`src/rtl/shift_reg_pkg.sv`:
```
// Shared constants for the shift-register controller family: FSM encoding
// and serial direction codes.
package shift_reg_pkg;

    localparam logic [1:0] IDLE  = 2'd0;
    localparam logic [1:0] SHIFT = 2'd1;
    localparam logic [1:0] DONE  = 2'd2;

    localparam logic DIR_MSB_FIRST = 1'b0;
    localparam logic DIR_LSB_FIRST = 1'b1;

endpackage

```
`src/rtl/bidir_shift_reg.sv`:
```
// WIDTH-bit register with parallel load, left/right shift with a fill bit,
// and hold. Falling-edge clocked, asynchronous active-high reset.
module bidir_shift_reg #(
    parameter int WIDTH = 8
) (
    input  logic             Clk_In,
    input  logic             Reset_In,
    input  logic             Load_En,
    input  logic             Shift_Left_En,
    input  logic             Shift_Right_En,
    input  logic             Fill_Bit,
    input  logic [WIDTH-1:0] Data_In,
    output logic [WIDTH-1:0] Data_Out
);

    // Load wins over shift; left and right are never requested together.
    always_ff @(negedge Clk_In or posedge Reset_In) begin
        if (Reset_In) begin
            Data_Out <= '0;
        end else if (Load_En) begin
            Data_Out <= Data_In;
        end else if (Shift_Left_En) begin
            Data_Out <= {Data_Out[WIDTH-2:0], Fill_Bit};
        end else if (Shift_Right_En) begin
            Data_Out <= {Fill_Bit, Data_Out[WIDTH-1:1]};
        end
    end

endmodule

```
`src/rtl/shift_register_sequencer.sv`:
```
// Loads a parallel word over a valid/ready handshake and serialises it one
// bit per accepted beat, MSB- or LSB-first, with a one-cycle done pulse.
module shift_register_sequencer
    import shift_reg_pkg::*;
#(
    parameter int WIDTH = 8,
    parameter int CNT_W = $clog2(WIDTH)
) (
    input  logic             Clk_In,
    input  logic             Reset_In,
    input  logic             Load_Valid_In,
    output logic             Load_Ready_Out,
    input  logic [WIDTH-1:0] Parallel_Data_In,
    input  logic             Shift_Dir_In,
    output logic             Serial_Data_Out,
    output logic             Serial_Valid_Out,
    input  logic             Serial_Ready_In,
    output logic             Busy_Out,
    output logic             Done_Out
);

    localparam logic [CNT_W-1:0] LAST_BIT = CNT_W'(WIDTH - 1);

    logic [1:0]       state_q;
    logic [CNT_W-1:0] cnt_q;
    logic             dir_q;
    logic [WIDTH-1:0] shreg_q;
    logic             load_fire;
    logic             beat_fire;

    assign load_fire = Load_Valid_In && (state_q == IDLE);
    assign beat_fire = Serial_Ready_In && (state_q == SHIFT);

    bidir_shift_reg #(
        .WIDTH(WIDTH)
    ) u_shreg (
        .Clk_In         (Clk_In),
        .Reset_In       (Reset_In),
        .Load_En        (load_fire),
        .Shift_Left_En  (beat_fire && (dir_q == DIR_MSB_FIRST)),
        .Shift_Right_En (beat_fire && (dir_q == DIR_LSB_FIRST)),
        .Fill_Bit       (1'b0),
        .Data_In        (Parallel_Data_In),
        .Data_Out       (shreg_q)
    );

    // The last accepted beat moves to DONE instead of wrapping the counter.
    always_ff @(negedge Clk_In or posedge Reset_In) begin
        if (Reset_In) begin
            state_q <= IDLE;
            cnt_q   <= '0;
            dir_q   <= DIR_MSB_FIRST;
        end else begin
            case (state_q)
                IDLE: begin
                    if (load_fire) begin
                        state_q <= SHIFT;
                        cnt_q   <= '0;
                        dir_q   <= Shift_Dir_In;
                    end
                end
                SHIFT: begin
                    if (Serial_Ready_In) begin
                        if (cnt_q == LAST_BIT) begin
                            state_q <= DONE;
                        end else begin
                            cnt_q <= cnt_q + CNT_W'(1);
                        end
                    end
                end
                DONE: begin
                    state_q <= IDLE;
                end
                default: begin
                    state_q <= IDLE;
                end
            endcase
        end
    end

    assign Load_Ready_Out   = (state_q == IDLE);
    assign Serial_Valid_Out = (state_q == SHIFT);
    assign Busy_Out         = (state_q == SHIFT) || (state_q == DONE);
    assign Done_Out         = (state_q == DONE);

    // Data is forced low whenever no bit is being offered.
    always_comb begin
        Serial_Data_Out = 1'b0;
        if (state_q == SHIFT) begin
            Serial_Data_Out = (dir_q == DIR_LSB_FIRST) ? shreg_q[0] : shreg_q[WIDTH-1];
        end
    end

endmodule
```
`config.mk`:
```
export PLATFORM = sky130hd
export DESIGN_NAME = shift_register_sequencer
export DESIGN_NICKNAME = d
export VERILOG_FILES = /design/src/rtl/shift_reg_pkg.sv /design/src/rtl/bidir_shift_reg.sv /design/src/rtl/shift_register_sequencer.sv
export SDC_FILE = /design/constraint.sdc
export NUM_CORES = 1
export LEC_CHECK = 0
export BUFFER_PORTS_ARGS = -buffer_cell sky130_fd_sc_hd__buf_4
export CAP_MARGIN = 20
export CORE_AREA = 2 2 53 55
export CTS_CLUSTER_SIZE = 10
export DETAILED_ROUTE_END_ITERATION = 7
export DIE_AREA = 0 0 55 57
export RECOVER_POWER = 25
export SLEW_MARGIN = 10
export SYNTH_ARGS = -nofsm -noshare
export SYNTH_HDL_FRONTEND = slang
export SYNTH_SLANG_ARGS = --single-unit
export TNS_END_PERCENT = 30
```
`constraint.sdc`:
```
create_clock -name Clk_In -period 1.9 [get_ports Clk_In]
set_input_delay 0.285 -clock Clk_In [delete_from_list [all_inputs] [get_ports Clk_In]]
set_output_delay 0.285 -clock Clk_In [all_outputs]
set_load 0.02 [all_outputs]
```
==> out/metrics.cfg, run 1 <==
[status]
outcome=finished, violations left
violations=setup timing

[grt]
grt_pass1_vias=717
grt_pass1_wl_um=3174
grt_max_degree=16
grt_overflow=0
antenna_found_initial=0
grt_use_total_pct=14.13

[timing]
worst_pin_slew_ns=0.8076
setup-violations-final=5
slew_violations=0
hold_violations=0
setup_ws_ns=-0.5881
relSlewSlack_pct=46.16
rsz0062_at_grt=yes
clock_skew_ns=0.001253

[clock_tree]
cts-root-buf=clkbuf_4
clk_path_buf_depth=2
clk_latency_ns=0.29
htree_levels=1
path_clk_slew_ns=0.07
postCtsHoldBufs=0
numCtsBuffers=3
cts_tree=yes
clock-sinks=14

[finish]
final_common_cell=buf_4
final_net_count=145
drive_above_1_share_pct=39.52
fin_util_pct=46.51
final_cells=155
syn_to_final_growth_pct=42.73
fin_area_mm2=0.001216
nFillCells=264
diodes=0
final_cell_mix=buf_4, nand2_1, dfrtn_1

[placement]
place_area_mm2=0.001135
portBuffers=17
pre_cts_ws_ns=-0.3370
placed_cells=151
dp_hpwl_um=1445
place.gp.congestion=0.7444

[die]
core.rowCount=19
io_pins=18
core_mm2=0.002615
die_y_um=57
start_util_pct=32.58
die_w_um=55
dieArea_mm2=0.003135

[yosys]
syn_nets=113
yosys.area_share.simple_pct=21.44
ys_ff_latch=14
syn_area_per_cell_um2=9.162
synth_area_leaders=dfrtn_1, ha_1, nor2b_1, nand2_1, a211oi_1
yosys.area.top_type=dfrtn_1
async_reset_ff_share_pct=100.0
netlist_area_um2=852.1
ys_warn_count=0
synthCells=93
synth_fa_ha_area_share_pct=10.28
synth.distinct_cells=24
dominantRegCellSynth=dfrtn_1
yosysTopAreaCellShare_pct=41.12
muxShareOfSynthArea_pct=6.608
synth-seq-area-share_pct=41.12
yosys.area_share.xor_xnor_pct=0
synth_edf_count=0
synth_compound_area_share_pct=16.45
synth_top_family_by_area=simple AND/OR/NAND/NOR gates

[setup_path]
path_class=reg2out
reg2reg_from=state_q[0]$_DFFE_NP0P_
critPathMaxFanout=3
critical_path_required_ns=1.62
start_kind=register
startpoint=state_q[0]$_DFFE_NP0P_
endpoint_kind=primary output
worstPathArrival_ns=2.20

[route]
via_per_inst=4.723
vias=732
drt-initial-drc-count=10
route.detailed.drc=0
routed_wl_um=1963
drt.antenna.violating_nets=0
wl_per_cell_um=12.66
first_pass_iters=4

[pwr]
p_per_area_mw_per_mm2=1567
p_leak_nw=0.5534
peakVddDrop_uv=897.6

[job]
drv_cap=0

[worst_hold_path]
min_path_type=reg2reg
min_from=cnt_q[1]$_DFFE_NP0P_

## cell families after synthesis
kind of cell,count (synthesis)
compound gates,22
fa+ha+maj,7
buf+inv,9
flops,14
mux,5
simple gates,36
## registers in the layout, summed over array words and instances (netlist names)
name / count
cnt_q: 3
state_q: 2
dir_q: 1
u_shreg.Data_Out: 8
## critical path, cell delays in order, from the launching register on
cell and delay (ns):
dfrtn_1 0.50, inv_2 0.09, ha_4 0.27, buf_6 0.10
## layout make-up
type                    instances  area [um^2]  area share, %
multi-input cells              70        531.8          43.72
well taps                      31        38.79          3.189
clock buffers                   4        36.28          2.984
flip-flops and latches         14        350.3          28.81
inverters                       5        18.77          1.543
repair buffers                 31        240.2          19.75
## cells in the mapped netlist (2+ instances only)
master / instances
a211oi_1: 6
a31oi_1: 2
and2_1: 2
clkbuf_1: 3
dfrtn_1: 14
ha_1: 7
inv_1: 5
mux2i_1: 3
nand2_1: 15
nor2_1: 3
nor2b_1: 10
o21ai_0: 7
o21ai_1: 5
## final timing paths
| check | end | slack [ns] | depth (start not counted) |
|---|---|---|---|
| max in group asynchronous | u_shreg.Data_Out[2]$_DFFE_NP0P_ | 0.33 | 3 |
| min | cnt_q[1]$_DFFE_NP0P_ | 0.49 | 2 |
| max | Busy_Out | -0.59 | 3 |
| min in group asynchronous | u_shreg.Data_Out[0]$_DFFE_NP0P_ | 1.04 | 3 |
| min reg2reg | cnt_q[1]$_DFFE_NP0P_ | 0.49 | 2 |
| max reg2reg | state_q[0]$_DFFE_NP0P_ | 0.09 | 6 |
## power by group
group          internal [mW]  switching, mW  total [mW]
Combinational          0.592          0.511        1.10
Sequential             0.451          0.123       0.574
Clock                  0.117          0.111       0.228
Total                   1.16          0.746        1.91
## through the flow
stage / setup TNS, ns / hold slack (ns) / power [mW]
6_report: -2.881 / 0.4852 / 1.905
5_1_grt: -3.196 / 0.5331 / 2.073
4_1_cts: -2.897 / 0.4928 / 1.916
3_5_place_dp: -3.708 / 0.4950 / 1.608
3_3_place_gp: -3.314 / 0.4849 / 1.574
2_1_floorplan: -1.089 / 0.4575 / 1.239
## metal layers
layer	up-vias	GRT usage, %	wire length, um
met5	-	0	0
met4	0	1.045	0
met3	0	5.497	101
met2	17	24.83	1010
met1	334	16.67	851
li1	381	-	-
## repair_timing
action	CTS	global route
hold endpoints to repair	0	0
buffers inserted	0	0
endpoints found under the setup margin	6	6
pin swaps	0	1
resized for setup	11	2
Note: power is estimated with default switching activity, not from simulation.
==> run 2, diff against run 1 <==
--- a/config.mk
+++ b/config.mk
@@ -7,10 +7,14 @@
 export LEC_CHECK = 0
 export BUFFER_PORTS_ARGS = -buffer_cell sky130_fd_sc_hd__buf_4
 export CAP_MARGIN = 20
+export CELL_PAD_IN_SITES_DETAIL_PLACEMENT = 1
+export CELL_PAD_IN_SITES_GLOBAL_PLACEMENT = 1
 export CORE_AREA = 2 2 53 55
 export CTS_CLUSTER_SIZE = 10
 export DETAILED_ROUTE_END_ITERATION = 7
 export DIE_AREA = 0 0 55 57
+export MAX_ROUTING_LAYER = met4
+export PLACE_DENSITY = 0.74
 export RECOVER_POWER = 25
 export SLEW_MARGIN = 10
 export SYNTH_ARGS = -nofsm -noshare
==> out/metrics.cfg, run 2 (synthesized netlist as in run 1, its figures left out) <==
[finish]
nFillCells=319  ; +21%
max_flop_register=u_shreg.Data_Out
final_cell_mix=buf_4, nand2_1, dfrtn_1
fin_area_mm2=0.001224  ; +0.62%
largest_register_ffs=8  ; unchanged
diodes=0  ; unchanged
top_regs=u_shreg.Data_Out: 8 flops, cnt_q: 3 flops, state_q: 2 flops
syn_to_final_growth_pct=43.61
drive_above_1_share_pct=40.32  ; +0.81 points
final_net_count=145  ; unchanged
final_common_cell=buf_4

[clock_tree]
clk_path_buf_depth=2  ; unchanged
path_clk_slew_ns=0.06  ; about the same
post-cts-setup-buffers=0  ; unchanged
clock-sinks=14  ; unchanged
numCtsBuffers=3  ; unchanged
cts-root-buf=clkbuf_4
cts_tree=yes
clk_latency_ns=0.29  ; about the same
htree_levels=1  ; unchanged
postCtsHoldBufs=0  ; unchanged

[route]
vias=760  ; +3.8%
drt-initial-drc-count=1  ; -9
routed_wl_um=2195  ; +12%
drt.antenna.violating_nets=0  ; unchanged
via_per_inst=4.903  ; +3.8%
route.detailed.drc=0  ; unchanged
wl_per_cell_um=14.16  ; +12%
first_pass_iters=3  ; -1

[pwr]
peakVddDrop_uv=809.4  ; -9.8%
pwr-share-seq_pct=29.8  ; -0.3 points
swShare_pct=40.12  ; +0.95 points
pwr-share-comb_pct=58.3  ; +0.4 points
pwr-share-clk_pct=11.9  ; about the same
p_per_area_mw_per_mm2=1568  ; about the same
p_int_mw=1.149  ; -0.91%
p_leak_nw=0.5534  ; about the same
p_switching_mw=0.7695  ; +3.1%

[setup_path]
critPathMaxFanout=3  ; unchanged
endpoint_kind=primary output
cp_slowest_cell=dfrtn_1
worst-r2r-setup-slack_ns=0.10  ; about the same
critical_path_required_ns=1.62  ; about the same
crit_chain=buf_4, ha_1, buf_4
start_kind=register
worstPathArrival_ns=2.18  ; -0.02 ns
path_class=reg2out
r2r_cells=6  ; unchanged
slowest_delay_ns=0.49  ; about the same
crit_top_cell=buf_4

[status]
outcome=finished, violations left
violations=setup timing

[grt]
grt_max_degree=16  ; unchanged
grt_pass1_vias=837  ; +17%
grt_use_total_pct=16.61  ; +2.5 points
antenna_found_initial=0  ; unchanged
grt_overflow=0  ; unchanged
grt_pass1_wl_um=3622  ; +14%

[timing]
slew_violations=0  ; unchanged
setup_ws_ns=-0.5665  ; +0.02155 ns
clock_skew_ns=0.006731  ; +0.005478 ns
relSlewSlack_pct=46.49  ; +0.34 points
worst_pin_slew_ns=0.8026  ; -0.005049 ns
hold_violations=0  ; unchanged
setup-violations-final=5  ; unchanged
rsz0062_at_grt=yes

[die]
dieArea_mm2=0.003135  ; unchanged
core_mm2=0.002615  ; unchanged
die_w_um=55  ; unchanged
start_util_pct=32.58  ; unchanged
core.rowCount=19  ; unchanged
io_pins=18  ; unchanged
die_y_um=57  ; unchanged

[placement]
pre_cts_ws_ns=-0.3338  ; +0.003191 ns
portBuffers=17  ; unchanged
place_area_mm2=0.001135  ; unchanged
dp_hpwl_um=1623  ; +12%
place.gp.congestion=0.7064  ; -5.1%

[worst_hold_path]
min_path_type=reg2reg
min_path_cells=2  ; unchanged

[job]
drv_cap=0  ; unchanged

run 2: changes by cell type in the layout (fill, tap and decap cells not counted):
cell,change
a211oi_1,-1
nand2_1,-1
nand2_2,+1
a211oi_2,+1
mux2_2,-1
mux2_1,+1
run 2: area by class of cell:
cell class / count / area [um^2] / area share [%]
inverters: 5 / 18.77 / 1.534
multi-input cells: 70 / 539.3 / 44.07
well taps: 31 / 38.79 / 3.170
flip-flops and latches: 14 / 350.3 / 28.63
clock buffers: 4 / 36.28 / 2.965
repair buffers: 31 / 240.2 / 19.63
run 2: critical path: cells and delay by family, from the launching register on:
| family | cells | cell delay, ns |
|---|---|---|
| buffers and inverters | 2 | 0.29 |
| adders and majority gates | 1 | 0.16 |
| DFF | 1 | 0.49 |
run 2: power groups by stage:
| stage | Sequential [mW] | Combinational, mW | Clock [mW] |
|---|---|---|---|
| 4_1_cts | 0.573 | 1.12 | 0.233 |
| 3_5_place_dp | 0.568 | 1.06 | 0 |
| 2_1_floorplan | 0.547 | 0.692 | 0 |
| 6_report | 0.572 | 1.12 | 0.228 |
| 5_1_grt | 0.589 | 1.25 | 0.248 |
| 3_3_place_gp | 0.562 | 1.02 | 0 |
run 2: path summary, 6_finish.rpt:
check,start,endpoint
worst max-delay path,state_q[0]$_DFFE_NP0P_,Serial_Valid_Out
worst min-delay path,cnt_q[1]$_DFFE_NP0P_,cnt_q[1]$_DFFE_NP0P_
worst max register to register,state_q[0]$_DFFE_NP0P_,state_q[0]$_DFFE_NP0P_
worst min register to register,cnt_q[1]$_DFFE_NP0P_,cnt_q[1]$_DFFE_NP0P_
max in group asynchronous,Reset_In,state_q[1]$_DFFE_NP0P_
min in group asynchronous,Reset_In,u_shreg.Data_Out[0]$_DFFE_NP0P_
run 2: metal layers:
layer | vias to the layer above | GRT usage (%) | share of wire, %
li1 | 377 | - | -
met1 | 368 | 16.92 | 40
met2 | 15 | 30.95 | 54
met3 | 0 | 5.759 | 5.1
met4 | 0 | 1.045 | 0
met5 | - | - | 0
run 2: timing repair:
item                                   4_1_cts  5_1_grt
pin swaps                                    1        0
gates resized for setup                     10        4
setup endpoints to repair                    5        8
endpoints found under the hold margin        0        0
run 2: metrics by stage:
step / setup TNS (ns) / utilization, % / hold slack (ns) / std cells / power, mW
2_1_floorplan: -1.089 / - / 0.4575 / 93 / 1.239
3_3_place_gp: -3.370 / 43.40 / 0.4868 / 151 / 1.578
3_5_place_dp: -3.900 / 43.40 / 0.4937 / 151 / 1.628
4_1_cts: -2.784 / 46.36 / 0.5026 / 155 / 1.922
5_1_grt: -2.996 / 46.79 / 0.5267 / 155 / 2.088
6_report: -2.718 / 46.79 / 0.4946 / 155 / 1.918
==> run 3, diff against run 2 <==
--- a/config.mk
+++ b/config.mk
@@ -5,16 +5,17 @@
 export SDC_FILE = /design/constraint.sdc
 export NUM_CORES = 1
 export LEC_CHECK = 0
+export ABC_AREA = 1
 export BUFFER_PORTS_ARGS = -buffer_cell sky130_fd_sc_hd__buf_4
 export CAP_MARGIN = 20
 export CELL_PAD_IN_SITES_DETAIL_PLACEMENT = 1
 export CELL_PAD_IN_SITES_GLOBAL_PLACEMENT = 1
-export CORE_AREA = 2 2 53 55
+export CORE_AREA = 2 2 56 58
 export CTS_CLUSTER_SIZE = 10
 export DETAILED_ROUTE_END_ITERATION = 7
-export DIE_AREA = 0 0 55 57
+export DIE_AREA = 0 0 58 60
 export MAX_ROUTING_LAYER = met4
-export PLACE_DENSITY = 0.74
+export PLACE_DENSITY = 0.75
 export RECOVER_POWER = 25
 export SLEW_MARGIN = 10
 export SYNTH_ARGS = -nofsm -noshare
==> out/metrics.cfg, run 3 <==
[route]
drt-initial-drc-count=16  ; +15
vias=908  ; +19%
routed_wl_um=2443  ; +11%
route.detailed.drc=0  ; unchanged
first_pass_iters=4  ; +1
wl_per_cell_um=13.06  ; -7.7%
drt.antenna.violating_nets=0  ; unchanged
via_per_inst=4.856  ; -0.97%

[finish]
nFillCells=371  ; +16%
final_cell_mix=nand2_1, buf_4, dfrtn_1
final_common_cell=nand2_1
syn_to_final_growth_pct=33.38
final_net_count=176  ; +21%
fin_area_mm2=0.001275  ; +4.2%
multi_input_area_um2=554.3  ; +2.8%
max_flop_register=u_shreg.Data_Out
largest_register_ffs=8  ; unchanged
drive_above_1_share_pct=33.77  ; -6.6 points
register_area_um2=350.3  ; unchanged
diodes=0  ; unchanged
top_regs=u_shreg.Data_Out: 8 flops, cnt_q: 3 flops, state_q: 2 flops

[die]
die_y_um=60  ; +5.3%
core_mm2=0.002903  ; +11%
die_w_um=58  ; +5.5%
core.rowCount=20  ; +1
start_util_pct=32.93  ; +0.35 points
dieArea_mm2=0.003480  ; +11%
io_pins=18  ; unchanged

[pwr]
pwr-share-clk_pct=9.2  ; -2.7 points
p_int_mw=1.014  ; -12%
pwr-share-comb_pct=61.3  ; +3.0 points
pwr-share-seq_pct=29.5  ; -0.3 points
p_switching_mw=0.8626  ; +12%
finalPower_mw=1.876  ; -2.2%
p_per_area_mw_per_mm2=1472  ; -6.1%
p_leak_nw=0.6897  ; +25%
swShare_pct=45.97  ; +5.9 points
peakVddDrop_uv=678.7  ; -16%

[timing]
clock_skew_ns=0.001686  ; -0.005045 ns
setup-tns-final_ns=-2.790  ; -0.07187 ns
worst_pin_slew_ns=0.8113  ; +0.008768 ns
slew_violations=0  ; unchanged
setup-violations-final=5  ; unchanged
rsz0062_at_grt=yes
setup_ws_ns=-0.5732  ; -0.006645 ns
hold_violations=0  ; unchanged
relSlewSlack_pct=45.91  ; -0.58 points

[placement]
place_area_mm2=0.001207  ; +6.4%
portBuffers=17  ; unchanged
dp_hpwl_um=1878  ; +16%
place.gp.congestion=0.7698  ; +9.0%

[setup_path]
r2r_cells=7  ; +1
start_kind=register
endpoint_kind=primary output
reg2reg_from=state_q[0]$_DFFE_NP0P_
worstPathArrival_ns=2.19  ; about the same
critPathMaxFanout=3  ; unchanged
critical_path_required_ns=1.62  ; about the same
worst-r2r-setup-slack_ns=0.27  ; +0.17 ns
path_class=reg2out
rr_endpoint=cnt_q[0]$_DFFE_NP0P_

[yosys]
synth_edf_count=0  ; unchanged
synth_most_common_cell=nand2_1
synth_top_family_by_area=simple AND/OR/NAND/NOR gates
yosys.area_share.simple_pct=36.91  ; +15 points
yosysTopAreaCellShare_pct=36.65  ; -4.5 points
muxShareOfSynthArea_pct=0  ; -6.6 points
syn_area_per_cell_um2=7.647  ; -17%
synth_fa_ha_area_share_pct=9.162  ; -1.1 points
netlist_area_um2=955.9  ; +12%
ys_warn_count=0  ; unchanged
syn_nets=145  ; +28%
synth.distinct_cells=19  ; -21%
ys_ff_latch=14  ; unchanged
async_reset_ff_share_pct=100.0  ; unchanged
synth_compound_area_share_pct=6.806  ; -9.6 points
dominantRegCellSynth=dfrtn_1
yosys.area_share.xor_xnor_pct=0  ; unchanged
synth_commonest_cells=nand2_1, dfrtn_1, inv_1, nand3_1
synth_area_leaders=dfrtn_1, nand2_1, ha_1, nand3_1, inv_1
yosys.area.top_type=dfrtn_1
synth-seq-area-share_pct=36.65  ; -4.5 points
synthCells=125  ; +34%

[worst_hold_path]
min_path_cells=2  ; unchanged
min_from=cnt_q[2]$_DFFE_NP0P_
min_path_type=reg2reg
whs_endpoint=cnt_q[2]$_DFFE_NP0P_

[status]
outcome=finished, violations left
violations=setup timing

[clock_tree]
numCtsBuffers=3  ; unchanged
cts_tree=yes
cts-root-buf=clkbuf_4
path_clk_slew_ns=0.06  ; about the same
htree_levels=1  ; unchanged
clock-sinks=14  ; unchanged
postCtsHoldBufs=0  ; unchanged
clk_latency_ns=0.28  ; about the same
clk_path_buf_depth=2  ; unchanged

[grt]
grt_max_degree=16  ; unchanged
antenna_found_initial=0  ; unchanged
grt_pass1_vias=1013  ; +21%
grt_overflow=0  ; unchanged
grt_pass1_wl_um=4340  ; +20%
grt_use_total_pct=16.93  ; +0.31 points

[job]
drv_cap=0  ; unchanged

## run 3: critical path: stages (launching register included)
cell     delay (ns)
dfrtn_1        0.49
inv_2          0.09
ha_4           0.27
buf_6          0.10
## run 3: routing by layer
metal | GRT usage [%] | routed length, um | up-vias
li1 | - | - | 459
met1 | 19.25 | 1130 | 433
met2 | 30.36 | 1206 | 14
met3 | 2.381 | 93 | 2
met4 | 5.980 | 12 | 0
met5 | - | 0 | -
## run 3: per-stage QoR
stage	instances	utilization, %	hold WS, ns	worst slack (ns)
floorplan	125	-	0.4063	-0.3263
global placement	183	41.59	0.4276	-0.2968
detailed placement	183	41.59	0.4383	-0.3561
CTS	187	43.88	0.4409	-0.5885
global route	187	43.92	0.4724	-0.6124
finish	187	43.92	0.4392	-0.5732
## run 3: logic make-up after synthesis
logic type,after synthesis
compound gates,11
fa+ha+maj,7
buf+inv,20
flops,14
simple gates,73
## run 3: how the worst max path moves through the flow
stage | from | endpoint | slack [ns] | cells past startpoint
detailed placement | state_q[0]$_DFFE_NP0P_ | Busy_Out | -0.36 | 3
floorplan | state_q[0]$_DFFE_NP0P_ | Serial_Data_Out | -0.33 | 4
CTS | state_q[0]$_DFFE_NP0P_ | Load_Ready_Out | -0.59 | 3
global placement | state_q[0]$_DFFE_NP0P_ | Busy_Out | -0.30 | 3
finish | state_q[0]$_DFFE_NP0P_ | Busy_Out | -0.57 | 3
global route | state_q[0]$_DFFE_NP0P_ | Busy_Out | -0.61 | 3
## run 3: timing repair
action,CTS,global route
endpoints found under the setup margin,5,5
buffers inserted,1,0
resized for setup,7,2
pin swaps,1,0
## run 3: area by class of cell
type / instances / share of cell area (%)
Multi-Input combinational cell: 91 / 43.47
Inverter: 17 / 5.397
Clock buffer: 3 / 1.766
Tap cell: 33 / 3.238
Sequential cell: 14 / 27.48
Timing Repair Buffer: 29 / 18.65
## run 3: power by group through the flow
| stage | clock network [mW] | registers (mW) | logic, mW |
|---|---|---|---|
| finish | 0.173 | 0.553 | 1.15 |
| global route | 0.185 | 0.567 | 1.30 |
| detailed placement | 0 | 0.554 | 1.08 |
| global placement | 0 | 0.544 | 1.05 |
| CTS | 0.179 | 0.553 | 1.16 |
| floorplan | 0 | 0.527 | 0.762 |
